[config.mk]
export PLATFORM = sky130hd
export DESIGN_NAME = handshake_ready_reg
export DESIGN_NICKNAME = d
export VERILOG_FILES = /design/src/rtl/handshake_pkg.sv /design/src/rtl/handshake_ready_reg.sv
export SDC_FILE = /design/constraint.sdc
export NUM_CORES = 1
export LEC_CHECK = 0
export CELL_PAD_IN_SITES_DETAIL_PLACEMENT = 1
export CELL_PAD_IN_SITES_GLOBAL_PLACEMENT = 2
export CORE_AREA = 4 4 41 43
export DETAILED_ROUTE_END_ITERATION = 8
export DIE_AREA = 0 0 45 47
export PLACE_DENSITY = 0.66
export SYNTH_ARGS = -nofsm -noshare
export SYNTH_HDL_FRONTEND = slang
export SYNTH_SLANG_ARGS = --single-unit
[constraint.sdc]
create_clock -name clk -period 1.6 [get_ports clk]
set_clock_uncertainty 0.2 [all_clocks]
set_input_delay 0.32 -clock clk [delete_from_list [all_inputs] [get_ports clk]]
set_output_delay 0.32 -clock clk [all_outputs]
set_load 0.05 [all_outputs]
[src/rtl/handshake_pkg.sv]
// handshake_pkg: shared typedefs for handshake pipeline stages
package handshake_pkg;
  typedef enum logic [1:0] {INIT, EMPTY, FULL} hsRegState_t;
endpackage

[src/rtl/handshake_ready_reg.sv]
// handshake_ready_reg: one-entry skid buffer that registers the ready path of a valid/ready stream
module handshake_ready_reg
  import handshake_pkg::*;
#(
  parameter int W = 1
) (
  input  logic         clk,
  input  logic         rstn,
  input  logic         inValid,
  output logic         inReady,
  input  logic [W-1:0] dIn,
  output logic         outValid,
  input  logic         outReady,
  output logic [W-1:0] dOut,
  input  logic         flush,
  output logic         bufferFull
);
  hsRegState_t state_q, state_d;
  logic [W-1:0] data_q;
  logic capture;
  always_comb begin
    capture  = state_q == EMPTY && inValid && !outReady && !flush;
    state_d  = state_q == INIT ? EMPTY :
               capture ? FULL :
               state_q == FULL && (outReady || flush) ? EMPTY : state_q;
    outValid = state_q == EMPTY ? inValid && !flush : state_q == FULL && !flush;
    dOut     = state_q == FULL ? data_q : dIn;
  end
  always_ff @(posedge clk or negedge rstn) begin
    if (!rstn) begin
      state_q    <= INIT;
      inReady    <= 1'b0;
      bufferFull <= 1'b0;
    end else begin
      state_q    <= state_d;
      inReady    <= state_d == EMPTY;
      bufferFull <= state_d == FULL;
    end
  end
  always_ff @(posedge clk)
    if (capture) data_q <= dIn;
endmodule

Word level (Yosys, flattened, before mapping)
Index checks and enable logic that the tools add are counted.
- register bits after elaboration: 5
- latch bits: 0
- RAM bits: 0
- memory bits (read-only): 0
- bits of input ports: 6
- output and inout bits: 4
- word-level logic and storage cells: 23
- memories kept: 0
- add/sub/neg operators: 0
- multiply operators: 0
- div/mod/pow operators: 0
- order comparisons: 0
- equal/unequal tests: 4
- shift-type cells: 0
- mux-type cells: 5
- bitwise operators: 0
- reduce and logical (&&, ||, !) cells: 10
- operators with widths (cell ; number):
    1-bit logical AND ; 6
    2-bit 2-to-1 mux ; 3
    2-bit by 1-bit == test with 1-bit output (second input constant) ; 2
    2-bit == test (second input constant) ; 2
    1-bit zero test ; 2
    2-bit zero test ; 1
    1-bit 2-to-1 mux ; 2
    1-bit logical OR ; 1

Depth between registers and ports, before layout
Gate-level depths: netlist (run 1).
- word-level depth: 7
- depth in mapped cells: 2
- depth with buffers taken out: 2

Least setup slack after synthesis (run 1)
Ideal clock, no wire load.
- path type: flip-flop to output port
- from: register state_q[1]
- to: output port outValid
- arrival time: 1.407 ns
- required time: 1.080 ns
- path slack: -0.327 ns
- stages on the path, launching flop included: 3
- path buffers: 0
- path through: dfrtp_1 nand3b_1 a21oi_1
- longest elaborated chain between the ends: 3
- ends and longest elaborated chain (element ; RTL line ; text):
    start: declaration ; handshake_ready_reg.sv:18 ; hsRegState_t state_q, state_d;
    start signal: assignment ; handshake_ready_reg.sv:35 ; state_q <= state_d;
    2-bit == test ; handshake_ready_reg.sv:26 ; outValid = state_q == EMPTY ? inValid && !flush : state_q == FULL && !flush;
    1-bit logical AND ; handshake_ready_reg.sv:26 ;
    1-bit 2-to-1 mux (*) ; handshake_ready_reg.sv:26 ;
    end: declaration ; handshake_ready_reg.sv:12 ; output logic outValid,
Mark *: on every way between the ends. The rest lies on a longest branch, timed or not.

Final worst setup path (run 1)
- from: register state_q[0]
- to: output port dOut
- longest elaborated chain between the ends: 2
- ends and longest elaborated chain (element ; RTL line ; text):
    2-bit == test ; handshake_ready_reg.sv:27 ; dOut = state_q == FULL ? data_q : dIn;
    1-bit 2-to-1 mux ; handshake_ready_reg.sv:27 ;
    end: declaration ; handshake_ready_reg.sv:14 ; output logic [W-1:0] dOut,
No other way between the ends.

==> flow_summary.json, run 1 <==
{
  "hold_viol": 0,
  "cts_root_buf": "clkbuf_4",
  "antenna_left": 0,
  "num_rows": 13,
  "syn_inst": 17,
  "period_needed_ns": 1.77,
  "worst-path-max-fanout": 2,
  "hold_path.class": "in -> async",
  "synth-edff-count": 1,
  "placedCellCount": 43,
  "clockPowerShare_pct": 38.1,
  "path_cells": "nand2b_4 > mux2_4 > buf_12",
  "finalPower_uw": 364,
  "io_buffers": 9,
  "violations": "setup timing",
  "synth_most_common_cell": "dfrtp_1",
  "crit_buf_inv": 1,
  "layoutNonFillerInstCount": 49,
  "cp.required_ns": 1.08,
  "synth_cell_types": 12,
  "setup_viol": 2,
  "grt_pass1_vias": 229,
  "netlist_area_um2": 216,
  "design_area_um2": 448,
  "place_ws_ns": -0.190,
  "drive_above_1_share_pct": 50.0,
  "grt_use_total_pct": 7.30,
  "intPower_uw": 275,
  "cts_tree": "yes",
  "dpl_cell_area_um2": 392,
  "synthTopCellsByArea": "dfrtp_1 46%, edfxtp_1 14%, a21oi_1 6.9%",
  "drt-pass1-iter-count": 3,
  "worst_pin_slew_ns": 0.210,
  "grt_antenna_before_repair": 0,
  "nNetsFinal": 41,
  "core_area_um2": 1300,
  "wl_per_cell_um": 12.5,
  "period_share_pct": 111,
  "grt-ovfl-total": 0,
  "start_kind": "flop",
  "relSlewSlack_pct": 86.0,
  "routed_wirelength_um": 612,
  "syn_to_final_growth_pct": 107,
  "ctsLongestPathBuffers": 2,
  "synth_top_area_share_pct": 46.2,
  "reg2reg_slack_ns": 0.08,
  "synth_commonest_cells": "4 x dfrtp_1, 3 x a21oi_1",
  "seq_area_frac_synth_pct": 60.1,
  "startpoint": "state_q[0]$_DFF_PN0_",
  "final_core_util_pct": 34.4,
  "drc_errors": 0,
  "die_area_um2": 2120,
  "path_class": "reg -> out",
  "diodes": 0,
  "p_seq_share_pct": 39.2,
  "drtIter0Drc": 1,
  "cts_max_level": 1,
  "fp.dieH_um": 47,
  "gp_congestion": 0.774,
  "cap_violations": 0,
  "status": "finished, violations left",
  "regToRegEndpoint": "data_q$_DFFE_PP_",
  "pwr-share-comb_pct": 22.7,
  "swShare_pct": 24.6,
  "p_switching_uw": 89.5,
  "synthArstFlopShare_pct": 80.0,
  "report.final.slew_viol_count": 0,
  "critPathMaxStageDelay_ns": 0.39,
  "synth_fp_nets": 23,
  "vias": 200,
  "cp_data_arrival_time_ns": 1.25,
  "grt_pass1_wl_um": 959,
  "io_pins": 10,
  "hpwlAfterDp_um": 450,
  "yosys.area.top_type": "dfrtp_1",
  "p_leak_nw": 0.190,
  "initial_core_util_pct": 16.6,
  "rsz0062_at_grt": "true",
  "crit_cells": 3,
  "vias_per_cell": 4.08,
  "power.density_nw_per_um2": 813,
  "ir_drop_v": 0.000332,
  "crit_family": "flip-flops",
  "ys.flop_type": "dfrtp_1",
  "clk_latency_ns": 0.23,
  "worst_slack_ns": -0.173,
  "rr_startpoint": "state_q[1]$_DFF_PN0_",
  "grt_max_degree": 6,
  "ys_warn_count": 0,
  "max_freq_mhz": 564,
  "cp-end-kind": "output pin",
  "cts_buffers": 3,
  "crit_end": "dOut",
  "clock-sinks": 5,
  "synth.avg_cell_area_um2": 12.7,
  "die_x_um": 45,
  "cts.reportedPaths.clkPinSlew_ns": 0.04,
  "ys_seq_elements": 5,
  "r2r_cells": 4,
  "slowest_stage": "dfrtp_1"
}
[kinds of logic (layout without fill, tap and decap cells)]
kind of cell | count (synthesis) | after routing | synth area share [%]
AOI/OAI and AO/OA | 6 | 6 | 16.8
buffers and inverters | 0 | 17 | 0
DFF | 5 | 5 | 60.1
muxes | 1 | 1 | 6.93
and+or+nand+nor | 5 | 5 | 16.2
[per-stage QoR]
stage | hold slack (ns) | setup TNS (ns)
2_1_floorplan | -0.176 | 0
3_3_place_gp | 0.340 | -0.368
3_5_place_dp | 0.351 | -0.430
4_1_cts | 0.100 | -0.359
5_1_grt | 0.101 | -0.398
6_report | 0.0979 | -0.313
[sequential cells by signal, indices dropped and copies added (netlist names)]
| name | flops |
|---|---|
| inReady | 1 |
| state_q | 2 |
| bufferFull | 1 |
| data_q | 1 |
[cell usage in the layout (no fill, tap or decap), drive strengths merged]
| cell type | count |
|---|---|
| or2 | 1 |
| dlygate4sd2 | 1 |
| o21a | 1 |
| edfxtp | 1 |
| nor2 | 1 |
| a21o | 1 |
| clkbuf | 4 |
| buf | 8 |
| nand2b | 1 |
| nand3b | 1 |
| o21ai | 1 |
| a21oi | 3 |
| mux2 | 1 |
| nand2 | 1 |
| clkdlybuf4s50 | 4 |
| dfrtp | 4 |
[layout make-up]
class / instances / area [um2]
flip-flops and latches: 5 / 131
fillers: 149 / 853
multi-input cells: 12 / 100
repair buffers: 13 / 171
clock buffers: 4 / 26.3
well taps: 15 / 18.8
[timing repair]
action,4_1_cts,5_1_grt
hold buffers,0,0
resized for setup,1,2
setup buffers,2,0
setup endpoints to repair,2,3
pin swaps,2,1
[per-layer routing]
layer,routed length (um),up-vias,global-route usage (%)
li1,-,96,-
met1,203,94,6.45
met2,353,10,12.1
met3,54,0,4.60
met4,0,0,5.26
met5,0,-,0
[worst register-to-register path, stage by stage (launching register included)]
cell and delay, ns:
dfrtp_2 0.43, nand3b_1 0.22, buf_4 0.16, buf_4 0.13, nor2_2 0.09
[worst min-delay path by stage]
stage / slack, ns / endpoint / from
global placement: 0.34 / bufferFull$_DFF_PN0_ / rstn
floorplan: -0.18 / bufferFull$_DFF_PN0_ / rstn
detailed placement: 0.35 / bufferFull$_DFF_PN0_ / rstn
CTS: 0.10 / inReady$_DFF_PN0_ / rstn
global route: 0.10 / inReady$_DFF_PN0_ / rstn
finish: 0.1 / inReady$_DFF_PN0_ / rstn
[power by group through the flow]
stage	Sequential [mW]	Clock, mW	Combinational (mW)
after floorplan	0.152	0	0.0249
after global placement	0.144	0	0.0773
after detailed placement	0.144	0	0.0789
after CTS	0.143	0.148	0.0829
after global routing	0.144	0.159	0.0876
final	0.143	0.139	0.0827
No activity file was read; power rests on OpenSTA's default activity.
==> run 2: changes to the inputs <==
REMOVE_ABC_BUFFERS = 1   (was default)
==> run 2 against run 1 <==
The flow still finishes with violations (setup timing). Sequential share of layout area rose by 0.30 points. Via count stayed put. Flip-flop and latch count unchanged. Utilization shrank 0.67 points. Largest power group is now the clock network. Die area unchanged. Critical endpoint is now outValid. Sequential power about the same. Fmax is 0.61% lower. Combinational power grew 2%. Routed wire length rose by 0.16%. Critical path type unchanged. Non-clock buffer count up 1. Total power grew 2.0%.
==> flow_summary.json, run 2 (synthesis results as in run 1) <==
{
  "vias_per_cell": 4.00,
  "violations": "setup timing",
  "cp_data_arrival_time_ns": 1.26,
  "initial_core_util_pct": 16.6,
  "reg2reg_slack_ns": 0.06,
  "rsz0062_at_grt": "true",
  "cts_hold_buf": 0,
  "p_seq_share_pct": 38.2,
  "p_switching_uw": 96.1,
  "drtIter0Drc": 2,
  "crit_buf_inv": 1,
  "largest_reg_flops": 2,
  "gp_congestion": 0.733,
  "r2r_cells": 4,
  "critPathMaxStageDelay_ns": 0.42,
  "cp.required_ns": 1.08,
  "start_kind": "flop",
  "drc_errors": 0,
  "cp-end-kind": "output pin",
  "cts_buffers": 3,
  "clock-sinks": 5,
  "timing.hold.ws_ns": 0.0774,
  "ir_drop_v": 0.000363,
  "period_share_pct": 112,
  "grt_use_total_pct": 8.74,
  "path_cells": "nand3b_1 > a21oi_2 > buf_12",
  "diodes": 0,
  "die_area_um2": 2120,
  "ctsLongestPathBuffers": 2,
  "setup_viol": 2,
  "grt-ovfl-total": 0,
  "drt-pass1-iter-count": 2,
  "grt_pass1_wl_mm": 1.19,
  "grt_antenna_before_repair": 0,
  "hpwlAfterDp_um": 410,
  "pwr-share-comb_pct": 22.6,
  "report.final.slew_viol_count": 0,
  "clk_latency_ns": 0.24,
  "grt_max_degree": 6,
  "final_common_cell": "buf_4",
  "period_needed_ns": 1.78,
  "max_flop_register": "state_q",
  "die_x_um": 45,
  "intPower_uw": 276,
  "p_leak_nw": 0.188,
  "cts_root_buf": "clkbuf_4",
  "worst-path-max-fanout": 3,
  "placedCellCount": 42,
  "vias": 200,
  "worst_pin_slew_ns": 0.249,
  "hold_viol": 0,
  "routed_wirelength_um": 613,
  "grt_pass1_vias": 248,
  "wl_per_cell_um": 12.3,
  "final_cell_mix": "5 x buf_4, 4 x dfrtp_1, 4 x clkdlybuf4s50_1, 4 x buf_12, 3 x clkbuf_4",
  "io_pins": 10,
  "seq_area_um2": 130,
  "swShare_pct": 25.8,
  "worst_slack_ns": -0.184,
  "status": "finished, violations left",
  "rr_startpoint": "state_q[1]$_DFF_PN0_",
  "nNetsFinal": 42,
  "fillers": 150,
  "drive_above_1_share_pct": 48.6,
  "antenna_left": 0,
  "relSlewSlack_pct": 83.4,
  "io_buffers": 9,
  "cts_tree": "yes",
  "path_class": "reg -> out",
  "design_area_um2": 439,
  "syn_to_final_growth_pct": 103,
  "regToRegEndpoint": "data_q$_DFFE_PP_",
  "hold_path.class": "in -> async",
  "clockPowerShare_pct": 39.2,
  "layoutNonFillerInstCount": 50,
  "slowest_stage": "dfrtp_1",
  "max_freq_mhz": 560,
  "num_rows": 13,
  "cts_max_level": 1,
  "fp.dieH_um": 47,
  "cts.reportedPaths.clkPinSlew_ns": 0.05,
  "dpl_cell_area_um2": 373,
  "crit_family": "flip-flops",
  "core_area_um2": 1300,
  "power.density_nw_per_um2": 846,
  "cap_violations": 0,
  "multi_input_area_um2": 97.6
}
==> run 2: how the worst max path moves through the flow <==
stage | slack, ns | cells past startpoint | startpoint | endpoint
2_1_floorplan | -0.33 | 2 | state_q[1]$_DFF_PN0_ | outValid
3_3_place_gp | -0.23 | 4 | inValid | outValid
3_5_place_dp | -0.24 | 4 | inValid | outValid
4_1_cts | -0.17 | 3 | state_q[0]$_DFF_PN0_ | dOut
5_1_grt | -0.26 | 3 | state_q[1]$_DFF_PN0_ | outValid
6_report | -0.18 | 3 | state_q[1]$_DFF_PN0_ | outValid
==> run 2: layer usage <==
layer / wire (um) / GRT usage (%) / share of wire (%)
met2: 344 / 12.4 / 56
met5: 0 / 0 / 0
met4: 0 / 10.5 / 0
met3: 33 / 3.83 / 5.4
met1: 235 / 8.78 / 38
==> run 2: layout make-up <==
type,count,share of cell area (%)
Clock buffer,4,5.98
Sequential cell,5,29.6
Timing Repair Buffer,14,37.9
Multi-Input combinational cell,12,22.2
Tap cell,15,4.27
==> run 2: worst reg2reg max path: cells and delay by family (launching register included) <==
kind / cells / cell delay, ns
and+or+nand+nor: 2 / 0.34
buffers and inverters: 2 / 0.31
DFF: 1 / 0.42
==> run 2: per-stage QoR <==
stage / util (%) / setup TNS, ns / total power, mW / setup slack (ns)
6_report: 33.8 / -0.359 / 0.372 / -0.184
5_1_grt: 33.8 / -0.496 / 0.410 / -0.264
4_1_cts: 34.8 / -0.453 / 0.381 / -0.175
3_5_place_dp: 28.7 / -0.429 / 0.219 / -0.243
3_3_place_gp: 28.7 / -0.364 / 0.218 / -0.229
2_1_floorplan: - / -0.327 / 0.175 / -0.327
==> run 2: what timing repair did <==
item	CTS	global route
setup endpoints to repair	2	5
pin swaps	2	2
setup buffers	6	0
gates resized for setup	4	1
==> run 2: power by group through the flow <==
stage,combinational (mW),sequential [mW],clock [mW]
floorplan,0.0231,0.152,0
global placement,0.0735,0.144,0
detailed placement,0.0749,0.145,0
CTS,0.0876,0.142,0.151
global route,0.0891,0.142,0.179
finish,0.0840,0.142,0.146
==> run 3: changes to the inputs <==
CORE_AREA = 2 2 39 41   (was 4 4 41 43)
DIE_AREA = 0 0 41 43   (was 0 0 45 47)
DONT_BUFFER_PORTS = 1   (was default)
PLACE_DENSITY = 0.51   (was 0.66)
SKIP_LAST_GASP = 1   (was default)
==> run 3 against run 2 <==
The run still ends with setup timing left. Critical path depth did not move. Global-route usage down 0.10 points. Sequential share of layout area up 11 points. Sequential power rose by 6%. Register-to-register slack better by 0.12 ns. Flip-flop and latch count is the same. Die area shrank 17%.
==> flow_summary.json, run 3 (synthesis results as in run 1) <==
{
  "status": "finished, violations left",
  "violations": "setup timing",
  "fillers": 167,
  "rsz0062_at_grt": "true",
  "clk_latency_ns": 0.25,
  "max_freq_mhz": 568,
  "die_area_um2": 1760,
  "critPathMaxStageDelay_ns": 0.43,
  "gp_congestion": 0.569,
  "design_area_um2": 320,
  "worst-path-max-fanout": 4,
  "core_area_um2": 1380,
  "worst_slack_ns": -0.162,
  "crit_family": "flip-flops",
  "hold_path.class": "in -> reg",
  "drtIter0Drc": 5,
  "max_flop_register": "state_q",
  "io_buffers": 0,
  "drive_above_1_share_pct": 40.7,
  "hold_viol": 0,
  "power.density_nw_per_um2": 1080,
  "layoutNonFillerInstCount": 43,
  "grt_max_degree": 6,
  "crit_buf_inv": 1,
  "cts_tree": "yes",
  "slowest_stage": "dfrtp_1",
  "io_pins": 10,
  "grt_pass1_wl_um": 848,
  "grt_pass1_vias": 191,
  "cts_buffers": 3,
  "period_share_pct": 110,
  "clock-sinks": 5,
  "relSlewSlack_pct": 70.3,
  "cts_max_level": 1,
  "die_x_um": 41,
  "report.final.slew_viol_count": 0,
  "wl_per_cell_um": 12.3,
  "antenna_left": 0,
  "num_rows": 14,
  "worst_pin_slew_ns": 0.445,
  "p_leak_nw": 0.139,
  "diodes": 0,
  "cp-end-kind": "output pin",
  "crit_cells": 3,
  "setup_viol": 2,
  "r2r_cells": 3,
  "path_cells": "nand3b_1 > a21oi_2 > buf_6",
  "nNetsFinal": 34,
  "initial_core_util_pct": 15.6,
  "drt-pass1-iter-count": 4,
  "cap_violations": 0,
  "start_kind": "flop",
  "path_class": "reg -> out",
  "cts.reportedPaths.clkPinSlew_ns": 0.05,
  "rr_startpoint": "state_q[1]$_DFF_PN0_",
  "cp.required_ns": 1.08,
  "hpwlAfterDp_um": 373,
  "cp_data_arrival_time_ns": 1.24,
  "dpl_cell_area_um2": 251,
  "grt_antenna_before_repair": 0,
  "timing.hold.ws_ns": 0.106,
  "largest_reg_flops": 2,
  "vias": 179,
  "final_common_cell": "dfrtp_1",
  "syn_to_final_growth_pct": 48.0,
  "placedCellCount": 35,
  "period_needed_ns": 1.76,
  "grt_use_total_pct": 8.63,
  "ctsLongestPathBuffers": 2,
  "vias_per_cell": 4.16,
  "cts_root_buf": "clkbuf_4",
  "grt-ovfl-total": 0,
  "min_from": "inValid",
  "drc_errors": 0,
  "ir_drop_v": 0.000130,
  "min_path_cells": 2,
  "fp.dieH_um": 43,
  "routed_wirelength_um": 530,
  "startpoint": "state_q[1]$_DFF_PN0_",
  "final_cell_mix": "4 x dfrtp_1, 3 x clkbuf_4, 3 x buf_4",
  "final_core_util_pct": 23.1
}
[run 3: per-layer routing]
layer | global-route usage (%) | share of wire (%)
met1 | 6.43 | 29
met3 | 3.14 | 6.2
met2 | 11.3 | 55
met4 | 16.0 | 10
met5 | 0 | 0
[run 3: power by group]
group / internal, mW / switching (mW) / total (mW)
Combinational: 0.0184 / 0.0217 / 0.0401
Clock: 0.0948 / 0.0597 / 0.155
Sequential: 0.136 / 0.0150 / 0.151
Total: 0.249 / 0.0964 / 0.346
[run 3: layout make-up]
cell class	count	area, um2	area share (%)
well taps	16	20.0	6.25
clock buffers	4	26.3	8.20
multi-input cells	12	90.1	28.1
flip-flops and latches	5	130	40.6
repair buffers	6	53.8	16.8
[run 3: path summary, 6_finish.rpt]
kind,endpoint,slack (ns)
max,outValid,-0.16
min,state_q[1]$_DFF_PN0_,0.11
max reg2reg,data_q$_DFFE_PP_,0.18
min reg2reg,state_q[1]$_DFF_PN0_,0.38
max in group asynchronous,state_q[0]$_DFF_PN0_,0.89
min in group asynchronous,bufferFull$_DFF_PN0_,0.14
[run 3: timing repair]
action	4_1_cts	5_1_grt
endpoints found under the hold margin	5	0
endpoints found under the setup margin	2	2
gates resized for setup	0	2
buffers inserted	1	1
hold buffers	2	0
[run 3: per-stage QoR]
step           power [mW]  TNS (ns)  setup WS [ns]
2_1_floorplan       0.175    -0.327         -0.327
3_3_place_gp        0.181         0          0.114
3_5_place_dp        0.183         0         0.0878
4_1_cts             0.348    -0.332         -0.185
5_1_grt             0.362    -0.397         -0.229
6_report            0.346    -0.300         -0.162
